===== src/rtl/mau_load_swc_pkg.sv =====
// Shared core definitions for the load path: size codes, AHB encodings,
// load FSM state encoding and the latched request record.
package mau_load_swc_pkg;

  localparam logic [1:0] LOAD_IDLE     = 2'd0;
  localparam logic [1:0] LOAD_BYTE     = 2'd1;
  localparam logic [1:0] LOAD_HALFWORD = 2'd2;
  localparam logic [1:0] LOAD_WORD     = 2'd3;

  localparam logic [1:0] HTRANS_IDLE   = 2'b00;
  localparam logic [1:0] HTRANS_NONSEQ = 2'b10;

  localparam logic [2:0] HSIZE_BYTE = 3'd0;
  localparam logic [2:0] HSIZE_HALF = 3'd1;
  localparam logic [2:0] HSIZE_WORD = 3'd2;

  localparam logic [2:0] ST_IDLE = 3'd0;
  localparam logic [2:0] ST_ADDR = 3'd1;
  localparam logic [2:0] ST_DATA = 3'd2;
  localparam logic [2:0] ST_WB   = 3'd3;
  localparam logic [2:0] ST_ERR  = 3'd4;

  typedef struct packed {
    logic [4:0]  rd;
    logic [1:0]  size;
    logic        sext;
    logic [31:0] addr;
  } load_req_t;

  function automatic logic [2:0] load_hsize(input logic [1:0] size);
    case (size)
      LOAD_HALFWORD: load_hsize = HSIZE_HALF;
      LOAD_WORD:     load_hsize = HSIZE_WORD;
      default:       load_hsize = HSIZE_BYTE;
    endcase
  endfunction

  function automatic logic load_misaligned(input logic [1:0] size, input logic [1:0] lsb);
    load_misaligned = ((size == LOAD_HALFWORD) && lsb[0]) ||
                      ((size == LOAD_WORD) && (lsb != 2'b00));
  endfunction

endpackage


===== src/rtl/mau_load_swc_extend.sv =====
// Lane select of the addressed byte/halfword from the little-endian read bus,
// followed by sign or zero extension to 32 bits.
module mau_load_extend
  import mau_load_swc_pkg::*;
(
  input  logic [1:0]  size,
  input  logic        sext,
  input  logic [1:0]  addr_lsb,
  input  logic [31:0] hrdata,
  output logic [31:0] data
);

  logic [7:0]  byte_sel;
  logic [15:0] half_sel;

  always_comb begin
    byte_sel = hrdata[{addr_lsb, 3'b000} +: 8];
    half_sel = addr_lsb[1] ? hrdata[31:16] : hrdata[15:0];
    case (size)
      LOAD_BYTE:     data = {{24{sext & byte_sel[7]}}, byte_sel};
      LOAD_HALFWORD: data = {{16{sext & half_sel[15]}}, half_sel};
      default:       data = hrdata;
    endcase
  end

endmodule


===== src/rtl/mau_load_swc.sv =====
// Load engine: edge-detects execute-stage requests, runs one AHB-Lite single
// read and writes the extended result to regfile port 1.
module mau_load_swc
  import mau_load_swc_pkg::*;
(
  input  logic        hclk,
  input  logic        hrstn,
  input  logic        exu_load_en,
  input  logic [4:0]  exu_load_rd,
  input  logic [31:0] exu_load_base_addr,
  input  logic [31:0] exu_load_offset,
  input  logic        exu_load_sext,
  input  logic [1:0]  exu_load_size,
  output logic [31:0] haddr,
  output logic [1:0]  htrans,
  output logic        hwrite,
  output logic [2:0]  hsize,
  input  logic        hready,
  input  logic        hresp,
  input  logic [31:0] hrdata,
  output logic [4:0]  reg_waddr_1,
  output logic        reg_wen_1,
  output logic [31:0] reg_wdata_1,
  output logic        mau_load_busy,
  output logic        mau_load_done,
  output logic        mau_load_err
);

  logic        en_prev_q;
  logic [2:0]  state_q, state_d;
  load_req_t   req_q, req_d;
  logic [31:0] wdata_q, wdata_d;
  logic [31:0] addr_sum;
  logic [31:0] ext_data;
  logic        accept;

  assign addr_sum = exu_load_base_addr + exu_load_offset;
  assign accept   = (state_q == ST_IDLE) && exu_load_en && !en_prev_q &&
                    (exu_load_size != LOAD_IDLE);

  mau_load_extend u_extend (
    .size     (req_q.size),
    .sext     (req_q.sext),
    .addr_lsb (req_q.addr[1:0]),
    .hrdata   (hrdata),
    .data     (ext_data)
  );

  always_comb begin
    state_d = state_q;
    req_d   = req_q;
    wdata_d = wdata_q;
    case (state_q)
      ST_IDLE: begin
        if (accept) begin
          req_d.rd   = exu_load_rd;
          req_d.size = exu_load_size;
          req_d.sext = exu_load_sext;
          req_d.addr = addr_sum;
          // Misaligned requests never reach the bus.
          state_d = load_misaligned(exu_load_size, addr_sum[1:0]) ? ST_ERR : ST_ADDR;
        end
      end
      ST_ADDR: if (hready) state_d = ST_DATA;
      ST_DATA: begin
        if (hready) begin
          if (hresp) begin
            state_d = ST_ERR;
          end else begin
            wdata_d = ext_data;
            state_d = ST_WB;
          end
        end
      end
      ST_WB:   state_d = ST_IDLE;
      ST_ERR:  state_d = ST_IDLE;
      default: state_d = ST_IDLE;
    endcase
  end

  always_ff @(posedge hclk or negedge hrstn) begin
    if (!hrstn) begin
      en_prev_q <= 1'b0;
      state_q   <= ST_IDLE;
      req_q     <= '0;
      wdata_q   <= '0;
    end else begin
      en_prev_q <= exu_load_en;
      state_q   <= state_d;
      req_q     <= req_d;
      wdata_q   <= wdata_d;
    end
  end

  assign haddr         = req_q.addr;
  assign htrans        = (state_q == ST_ADDR) ? HTRANS_NONSEQ : HTRANS_IDLE;
  assign hwrite        = 1'b0;
  assign hsize         = load_hsize(req_q.size);
  assign reg_waddr_1   = req_q.rd;
  assign reg_wen_1     = (state_q == ST_WB) && (req_q.rd != 5'd0);
  assign reg_wdata_1   = wdata_q;
  assign mau_load_busy = (state_q != ST_IDLE);
  assign mau_load_done = (state_q == ST_WB) || (state_q == ST_ERR);
  assign mau_load_err  = (state_q == ST_ERR);

endmodule


===== config.mk =====
export PLATFORM = sky130hd
export DESIGN_NAME = mau_load_swc
export DESIGN_NICKNAME = d
export VERILOG_FILES = /design/src/rtl/mau_load_swc_pkg.sv /design/src/rtl/mau_load_swc_extend.sv /design/src/rtl/mau_load_swc.sv
export SDC_FILE = /design/constraint.sdc
export NUM_CORES = 1
export LEC_CHECK = 0
export CORE_ASPECT_RATIO = 1.2
export CORE_MARGIN = 3
export CORE_UTILIZATION = 50
export CTS_CLUSTER_DIAMETER = 150
export DETAILED_ROUTE_END_ITERATION = 8
export GPL_TIMING_DRIVEN = 0
export PLACE_DENSITY = 0.87
export SETUP_SLACK_MARGIN = 0.02
export SYNTH_ARGS = -nofsm -noshare
export SYNTH_HDL_FRONTEND = slang
export SYNTH_SLANG_ARGS = --single-unit

===== constraint.sdc =====
create_clock -name hclk -period 4.7 [get_ports hclk]
set_clock_uncertainty 0.2 [all_clocks]
set_input_delay 0.94 -clock hclk [delete_from_list [all_inputs] [get_ports hclk]]
set_output_delay 0.94 -clock hclk [all_outputs]
set_load 0.03 [all_outputs]

==> Flow_metrics.wiki, run 1 <==
{| class="wikitable"
! Metric !! Value
|-
| Depth of the worst hold-timing path || 2
|-
| Critical path required time || approximately 4.7 ns
|-
| Highest clock frequency the design can meet || ~280 MHz
|-
| Internal Dissipation || 2644 uW
|-
| Maximum Capacitance Violations || 0
|-
| Buffers on Ports || between 150 and 200
|-
| Run status || finished, final reports clean
|-
| Number of antenna repair diodes || 0
|-
| Fraction of the mapped netlist area in adder cells || 0.08113
|-
| Number of distinct standard cells referenced by the synthesized netlist || 62
|-
| Clock Latency Late Sink || between 0.3 and 0.4 ns
|-
| R2R depth || 9
|-
| Arrival time reported for the critical path endpoint || ~3.6 ns
|-
| Remaining global-route overflow || 0
|-
| First-pass GRT wire length || 27140 um
|-
| Min Tclk post-route || 3.542 ns
|-
| Hold Violations, Final || 0
|-
| Number of buffers on the longest clock path || 2
|-
| Final design instance area without fill || 7830 sq um
|-
| Post-Route Hold Slack || 0.2795 ns
|-
| Register area share after synthesis || 0.3464
|-
| Placed cell count || 982
|-
| Leak pwr || 0.003433 uW
|-
| Worst reg2reg endpoint || reg_wdata_1[3]
|-
| Critical path class || input pin to register
|-
| Class of the tightest hold or removal check || register to register
|-
| Detailed-route vias per instance || 5.713
|-
| Violation count after the first detailed-routing iteration || 322
|-
| Highest ir drop seen on vdd || about 260 uV
|-
| I/O pin cnt || 188
|-
| Initial antenna violation count || 0
|-
| Routed WL || 17360 um
|-
| Die height || 120.8 um
|-
| Area enclosed by the die boundary || 12280 sq um
|-
| Drt pass-1 iters || 8
|-
| Routed WL per cell || 17.40 um
|-
| Tightest slew margin relative to the limit || 0.5324
|-
| FF-to-FF setup slack || ~2.1 ns
|-
| Via count of the first global-routing pass || between 5000 and 6000
|-
| Slew at the pin with the worst max-slew slack || 0.6988 ns
|-
| Flip-flop and latch count after synthesis || 76
|-
| Pin count of the biggest net entering global routing || 57
|-
| Endpoint class of the critical path || register
|-
| Clock Tree Root || sky130_fd_sc_hd__clkbuf_16
|-
| Yosys warning total || 0
|-
| Worst-path fanout max || 8
|-
| HPWL after detailed placement || 13750 um
|-
| Sequential group share of total power || 0.248
|-
| Setup repair after global routing missed its margin || false
|-
| TritonCTS clock tree || built
|-
| Cell area power density || 607.5 nW/um^2
|-
| Synthesized netlist cell count || 666
|-
| Initial standard-cell utilization of the core || 0.5170
|-
| Min-delay src || haddr[24]
|-
| Reg2reg start || req_q[33]
|-
| Filler cell count || 801
|-
| Post-CTS Repair Setup Buffers || 0
|-
| Final standard cell count with taps included and fillers excluded || 998
|-
| Sw Pwr || approximately 2100 uW
|-
| Number of antenna-violating nets in the routed design || 0
|-
| Netlist area before placement || 5490 sq um
|-
| Post-synthesis mux area share || 0.02461
|-
| Average instance area after synthesis || a little over 8 sq um
|-
| Global placement routability congestion || slightly below 1
|-
| Die W || 101.7 um
|-
| Final nets || 1008
|-
| Share of final-layout standard cells stronger than drive strength 1 || 0.08976
|-
| XOR/XNOR Fraction of Synth Area || 0.04626
|-
| Share of async-settable or async-resettable flops after synthesis || 1.000
|-
| Switching Share || 0.4442
|-
| Relative area change from synthesis to final layout || 42.62%
|-
| CP Launch Type || input pin
|-
| EDFF count, synth || 0
|-
| Final Setup Violations || 0
|-
| Sum of internal, switching and leakage power || between 4000 and 5000 uW
|-
| Simple-Gate Fraction of Synth Area || 0.1670
|-
| Detailed-route via count || roughly 5700
|-
| Compound-gate portion of the synthesized area || 0.2427
|-
| Post-placement cell area || 7526 sq um
|-
| Hold-fix buffer count after cts || 0
|-
| Num CTS Buffers || 9
|-
| Remaining design rule violation count || 0
|-
| Std-Cell Core Area || around 11000 sq um
|-
| Number of gates resized after cts || 0
|-
| Clock network fraction of total power || 0.146
|-
| Combinational family with the most area after synthesis || compound AO/OA/AOI/OAI gates
|-
| Final critical-path share of the clock period || 0.7535
|-
| Dominant synthesized flop cell || sky130_fd_sc_hd__dfrtp_1
|-
| Hold worst-path end || haddr[24]
|-
| Gr usage total || 0.2795
|-
| CTS HTree Levels || 3
|-
| Row cnt || 41
|-
| CTS clk-pin slew, worst paths || 0.06 ns
|-
| Logic pwr share || 0.606
|-
| Clock Sinks || 76
|-
| Number of pins with negative max-slew slack in the final report || 0
|}
## worst max path at each step
stage	from	to	slack, ns	cells after the start
after global placement	hrstn	haddr[9]	-0.14	1
after CTS	exu_load_base_addr[0]	haddr[30]	1.24	10
after global routing	exu_load_base_addr[22]	haddr[31]	1.05	8
after floorplan	exu_load_base_addr[0]	haddr[30]	1.66	9
after detailed placement	exu_load_base_addr[0]	haddr[30]	0.90	10
final	exu_load_base_addr[22]	haddr[31]	1.16	8
## metal layers
| metal | vias up | share of wire | track usage | wire length (um) |
|---|---|---|---|---|
| li1 | 2707 | - | - | - |
| met1 | 2662 | 0.39 | 0.3316 | 6702 |
| met2 | 282 | 0.50 | 0.4808 | 8648 |
| met3 | 51 | 0.077 | 0.05020 | 1338 |
| met4 | 0 | 0.039 | 0.1347 | 673 |
| met5 | - | 0 | 0 | 0 |
## synth_stat cells (all sizes together) (2+ instances only)
cell type  instances  area share
xnor2             15       0.024
buf               53       0.066
and4               2      0.0032
o31ai              5      0.0093
o21a              11       0.015
and2               4      0.0046
a21oi             78       0.071
mux2               2      0.0041
nor2              57       0.039
nor2b              2      0.0023
a31oi              4      0.0057
a211oi             7       0.011
nor3               9      0.0082
ha                34       0.077
nand3b             2      0.0027
nand3              9      0.0082
nand4              8      0.0091
o211ai             4      0.0064
a22oi              7      0.0096
nand2            106       0.073
a211o              2      0.0032
nor4               2      0.0023
o2111ai            3      0.0048
a21boi             3      0.0055
or2                4      0.0046
mux2i              9       0.016
o21ai             53       0.048
a22o               7       0.011
and3               3      0.0034
clkbuf            17       0.012
a221oi             9       0.014
xor2              14       0.022
a21o               4      0.0055
dfrtp             76        0.35
inv               19       0.013
o21bai             7      0.0096
## worst max-delay path: stages
cell	delay (ns)
sky130_fd_sc_hd__clkdlybuf4s50_1	0.40
sky130_fd_sc_hd__ha_1	0.28
sky130_fd_sc_hd__clkbuf_1	0.29
sky130_fd_sc_hd__nand4_1	0.18
sky130_fd_sc_hd__nor3_1	0.57
sky130_fd_sc_hd__a21boi_2	0.15
sky130_fd_sc_hd__nor4b_2	0.36
sky130_fd_sc_hd__mux2_1	0.37
## cell type report
cell class	count	area, sq um	share of cell area
Multi-Input combinational cell	502	3095	0.3953
Timing Repair Buffer	185	1867	0.2384
Clock buffer	12	256.5	0.03276
Sequential cell	76	1902	0.2429
Tap cell	129	161.4	0.02061
Inverter	20	75.07	0.009588
Buffer	70	425.4	0.05433
Clock inverter	4	47.55	0.006072
## power groups by stage
stage / Combinational (uW) / Sequential [uW] / Clock (uW)
floorplan: 1540 / 1420 / 0
global placement: 2820 / 1160 / 0
detailed placement: 2870 / 1180 / 0
CTS: 2880 / 1170 / 705
global route: 3080 / 1210 / 734
finish: 2880 / 1180 / 696
## sequential cells by signal (all words and copies together) (netlist names)
register,flops
haddr,32
reg_wdata_1,32
reg_waddr_1,5
req_q,3
state_q,3
en_prev_q,1
## layout by cell type, fill, tap and decap left out, drive strengths merged, types with 11 or more instances in the layout
| cell | instances |
|---|---|
| clkdlybuf4s50 | 183 |
| o21ai | 53 |
| nor2 | 57 |
| xor2 | 14 |
| ha | 34 |
| clkbuf | 29 |
| buf | 55 |
| o21a | 11 |
| nand2 | 106 |
| inv | 19 |
| dfrtp | 76 |
| xnor2 | 15 |
| a21oi | 78 |
## stage by stage
step	TNS (ns)	setup slack, ns	util
after floorplan	0	1.664	-
after global placement	-10.46	-0.1424	0.7064
after detailed placement	0	0.9021	0.7087
after CTS	0	1.239	0.7374
after global routing	0	1.055	0.7374
final	0	1.158	0.7374
## logic make-up after synthesis
kind of cell,after synthesis
and+or+nand+nor,212
muxes,12
DFF,76
other,1
adders and majority gates,35
buffers and inverters,90
AOI/OAI and AO/OA,211
xor gates and xnor gates,29
No activity file was read; power rests on OpenSTA's default activity.
==> run 2: changes to the inputs <==
- CORE_UTILIZATION: 50 -> 47
- PLACE_DENSITY: 0.87 -> 0.82
- clock period: 4.7 -> 3.4 ns (I/O delays scaled with it)
==> run 2 against run 1 <==
Effect of this change: combinational power increased by 37%; non-clock buffer count up 1; die area grew 6.0%; wire length shrank 1.8%.
==> Flow_metrics.wiki, run 2 (synthesis gave the netlist of run 1 again) <==
{| class="wikitable"
! Metric !! Value
|-
| Run status || finished, final reports clean (unchanged)
|-
| Worst setup startpoint || exu_load_base_addr[0] (was exu_load_base_addr[22])
|-
| Initial standard-cell utilization of the core || 0.4882 (was 0.5170)
|-
| Relative area change from synthesis to final layout || 43.19% (was 42.62%)
|-
| Number of antenna-violating nets in the routed design || 0 (unchanged)
|-
| Cell area power density || 828.7 nW/um^2 (was 607.5 nW/um^2)
|-
| CTS HTree Levels || 3 (unchanged)
|-
| Highest ir drop seen on vdd || 368.9 uV (was 263.5 uV)
|-
| Leak pwr || 0.003431 uW (was 0.003433 uW)
|-
| M2 GR Usage || 0.4684 (was 0.4808)
|-
| Drt pass-1 iters || 5 (was 8)
|-
| Std-Cell Core Area || 11250 sq um (was 10620 sq um)
|-
| Routed WL || 17050 um (was 17360 um)
|-
| Arrival time reported for the critical path endpoint || 3.23 ns (was 3.55 ns)
|-
| Area enclosed by the die boundary || 13020 sq um (was 12280 sq um)
|-
| Commonest non-fill, non-tap cells in the layout || sky130_fd_sc_hd__clkdlybuf4s50_1, sky130_fd_sc_hd__nand2_1, sky130_fd_sc_hd__a21oi_1 (unchanged)
|-
| Post-CTS Repair Setup Buffers || 0 (unchanged)
|-
| Commonest non-fill, non-tap cell in the layout || sky130_fd_sc_hd__clkdlybuf4s50_1 (unchanged)
|-
| Buffers on Ports || 184 (unchanged)
|-
| Global-route layer with the greatest usage || met2 (unchanged)
|-
| Detailed-route via count || 5689 (was 5702)
|-
| Tightest slew margin relative to the limit || 0.5344 (was 0.5324)
|-
| Number of gates resized after cts || 0 (unchanged)
|-
| Number of buffers on the longest clock path || 2 (unchanged)
|-
| Maximum Capacitance Violations || 0 (unchanged)
|-
| Die W || 104.7 um (was 101.7 um)
|-
| Reg2reg start || req_q[33] (unchanged)
|-
| Hold Violations, Final || 0 (unchanged)
|-
| Remaining design rule violation count || 0 (unchanged)
|-
| Routed WL per cell || 16.65 um (was 17.40 um)
|-
| Initial antenna violation count || 1 (was 0)
|-
| Sum of internal, switching and leakage power || 6515 uW (was 4757 uW)
|-
| Clock Latency Late Sink || 0.33 ns (about the same)
|-
| Gr usage total || 0.2538 (was 0.2795)
|-
| Number of pins with negative max-slew slack in the final report || 0 (unchanged)
|-
| Min-delay src || haddr[5] (was haddr[24])
|-
| Final Setup Violations || 0 (unchanged)
|-
| Final critical-path share of the clock period || 0.9492
|-
| Row cnt || 42 (was 41)
|-
| CTS clk-pin slew, worst paths || 0.06 ns (about the same)
|-
| Slew at the pin with the worst max-slew slack || 0.6921 ns (was 0.6988 ns)
|-
| Critical path class || input pin to register (unchanged)
|-
| Via count of the first global-routing pass || 5690 (was 5677)
|-
| Die height || 124.4 um (was 120.8 um)
|-
| HPWL after detailed placement || 13700 um (was 13750 um)
|-
| First-pass GRT wire length || 27080 um (was 27140 um)
|-
| Critical path required time || 3.40 ns (was 4.71 ns)
|-
| Total Negative Setup Slacks || 0 ns (unchanged)
|-
| Filler cell count || 915 (was 801)
|-
| Class of the tightest hold or removal check || register to register (unchanged)
|-
| CP Launch Type || input pin (unchanged)
|-
| Worst-path fanout max || 4 (was 8)
|-
| Clock Tree Root || sky130_fd_sc_hd__clkbuf_16 (unchanged)
|-
| Remaining global-route overflow || 0 (unchanged)
|-
| GRT met3 Usage || 0.05340 (was 0.05020)
|-
| Clock Sinks || 76 (unchanged)
|-
| Met1 GRT Util || 0.2723 (was 0.3316)
|-
| Min Tclk post-route || 3.227 ns
|-
| Detailed-route vias per instance || 5.556 (was 5.713)
|-
| Global placement routability congestion || 0.9211 (was 0.9711)
|-
| I/O pin cnt || 188 (unchanged)
|-
| Pin count of the biggest net entering global routing || 64 (was 57)
|-
| Highest clock frequency the design can meet || 309.9 MHz
|-
| Endpoint class of the critical path || register (unchanged)
|-
| PnR worst setup slack || 0.1727 ns (was 1.158 ns)
|-
| Final nets || 1009 (was 1008)
|-
| Num CTS Buffers || 9 (unchanged)
|-
| Share of final-layout standard cells stronger than drive strength 1 || 0.08966 (was 0.08976)
|-
| Setup repair after global routing missed its margin || false (unchanged)
|-
| TritonCTS clock tree || built (unchanged)
|-
| Post-Route Hold Slack || 0.2837 ns (was 0.2795 ns)
|-
| Number of antenna repair diodes || 0 (unchanged)
|-
| Violation count after the first detailed-routing iteration || 331 (was 322)
|-
| Setup WS pre-CTS || -0.1531 ns (was 0.9021 ns)
|}
-- run 2: cell count changes in the layout (fill, tap and decap cells not counted) --
| cell | delta |
|---|---|
| sky130_fd_sc_hd__clkinv_4 | +2 |
| sky130_fd_sc_hd__dlygate4sd3_1 | +1 |
| sky130_fd_sc_hd__clkbuf_8 | -2 |
-- run 2: through the flow --
step / area [sq um] / util / cells
2_1_floorplan: 5498 / - / 668
3_3_place_gp: 7532 / 0.6698 / 1006
3_5_place_dp: 7557 / 0.6720 / 1007
4_1_cts: 7861 / 0.6990 / 1024
5_1_grt: 7861 / 0.6990 / 1024
6_report: 7861 / 0.6990 / 1024
-- run 2: area by class of cell --
type / count / area [sq um] / area share
Sequential cell: 76 / 1902 / 0.2419
Multi-Input combinational cell: 502 / 3095 / 0.3938
Clock inverter: 6 / 65.06 / 0.008276
Buffer: 70 / 425.4 / 0.05411
Tap cell: 154 / 192.7 / 0.02451
Inverter: 20 / 75.07 / 0.009550
Timing Repair Buffer: 186 / 1877 / 0.2387
Clock buffer: 10 / 229.0 / 0.02913
-- run 2: where the power goes --
group | switching [uW] | internal [uW] | leakage, uW | total (uW)
Sequential | 276 | 1340 | 0.000920 | 1620
Combinational | 2240 | 1710 | 0.00237 | 3950
Clock | 377 | 568 | 0.000142 | 945
-- run 2: per-layer routing --
metal	vias up	share of wire
met4	2	0.037
met1	2642	0.38
li1	2717	-
met2	283	0.51
met5	-	0.00041
met3	45	0.073
-- run 2: timing repair --
action,in CTS,in global routing
setup endpoints to repair,0,0
endpoints found under the hold margin,13,0
hold buffers,1,0
-- run 2: worst max-delay path: stages --
cell                              delay, ns
sky130_fd_sc_hd__clkdlybuf4s50_1       0.41
sky130_fd_sc_hd__ha_1                  0.25
sky130_fd_sc_hd__fa_1                  0.42
sky130_fd_sc_hd__a21oi_1               0.31
sky130_fd_sc_hd__o211ai_2              0.19
sky130_fd_sc_hd__a31oi_2               0.32
sky130_fd_sc_hd__o31ai_4               0.13
sky130_fd_sc_hd__a31oi_1               0.23
sky130_fd_sc_hd__xor2_1                0.20
sky130_fd_sc_hd__o21ai_1               0.07
-- run 2: path summary, 6_finish.rpt --
path	slack (ns)	end	cells past startpoint
max	0.17	haddr[30]	10
min	0.28	haddr[5]	2
max reg2reg	0.97	reg_wdata_1[5]	9
min reg2reg	0.28	haddr[5]	2
max in group asynchronous	1.86	reg_wdata_1[12]	3
min in group asynchronous	0.55	reg_wdata_1[11]	2
==> run 3: changes to the inputs <==
- HOLD_SLACK_MARGIN: unset -> 0.08
==> results of run 3 <==
No change in the layout: final DEF, timing and power equal those of run 2.
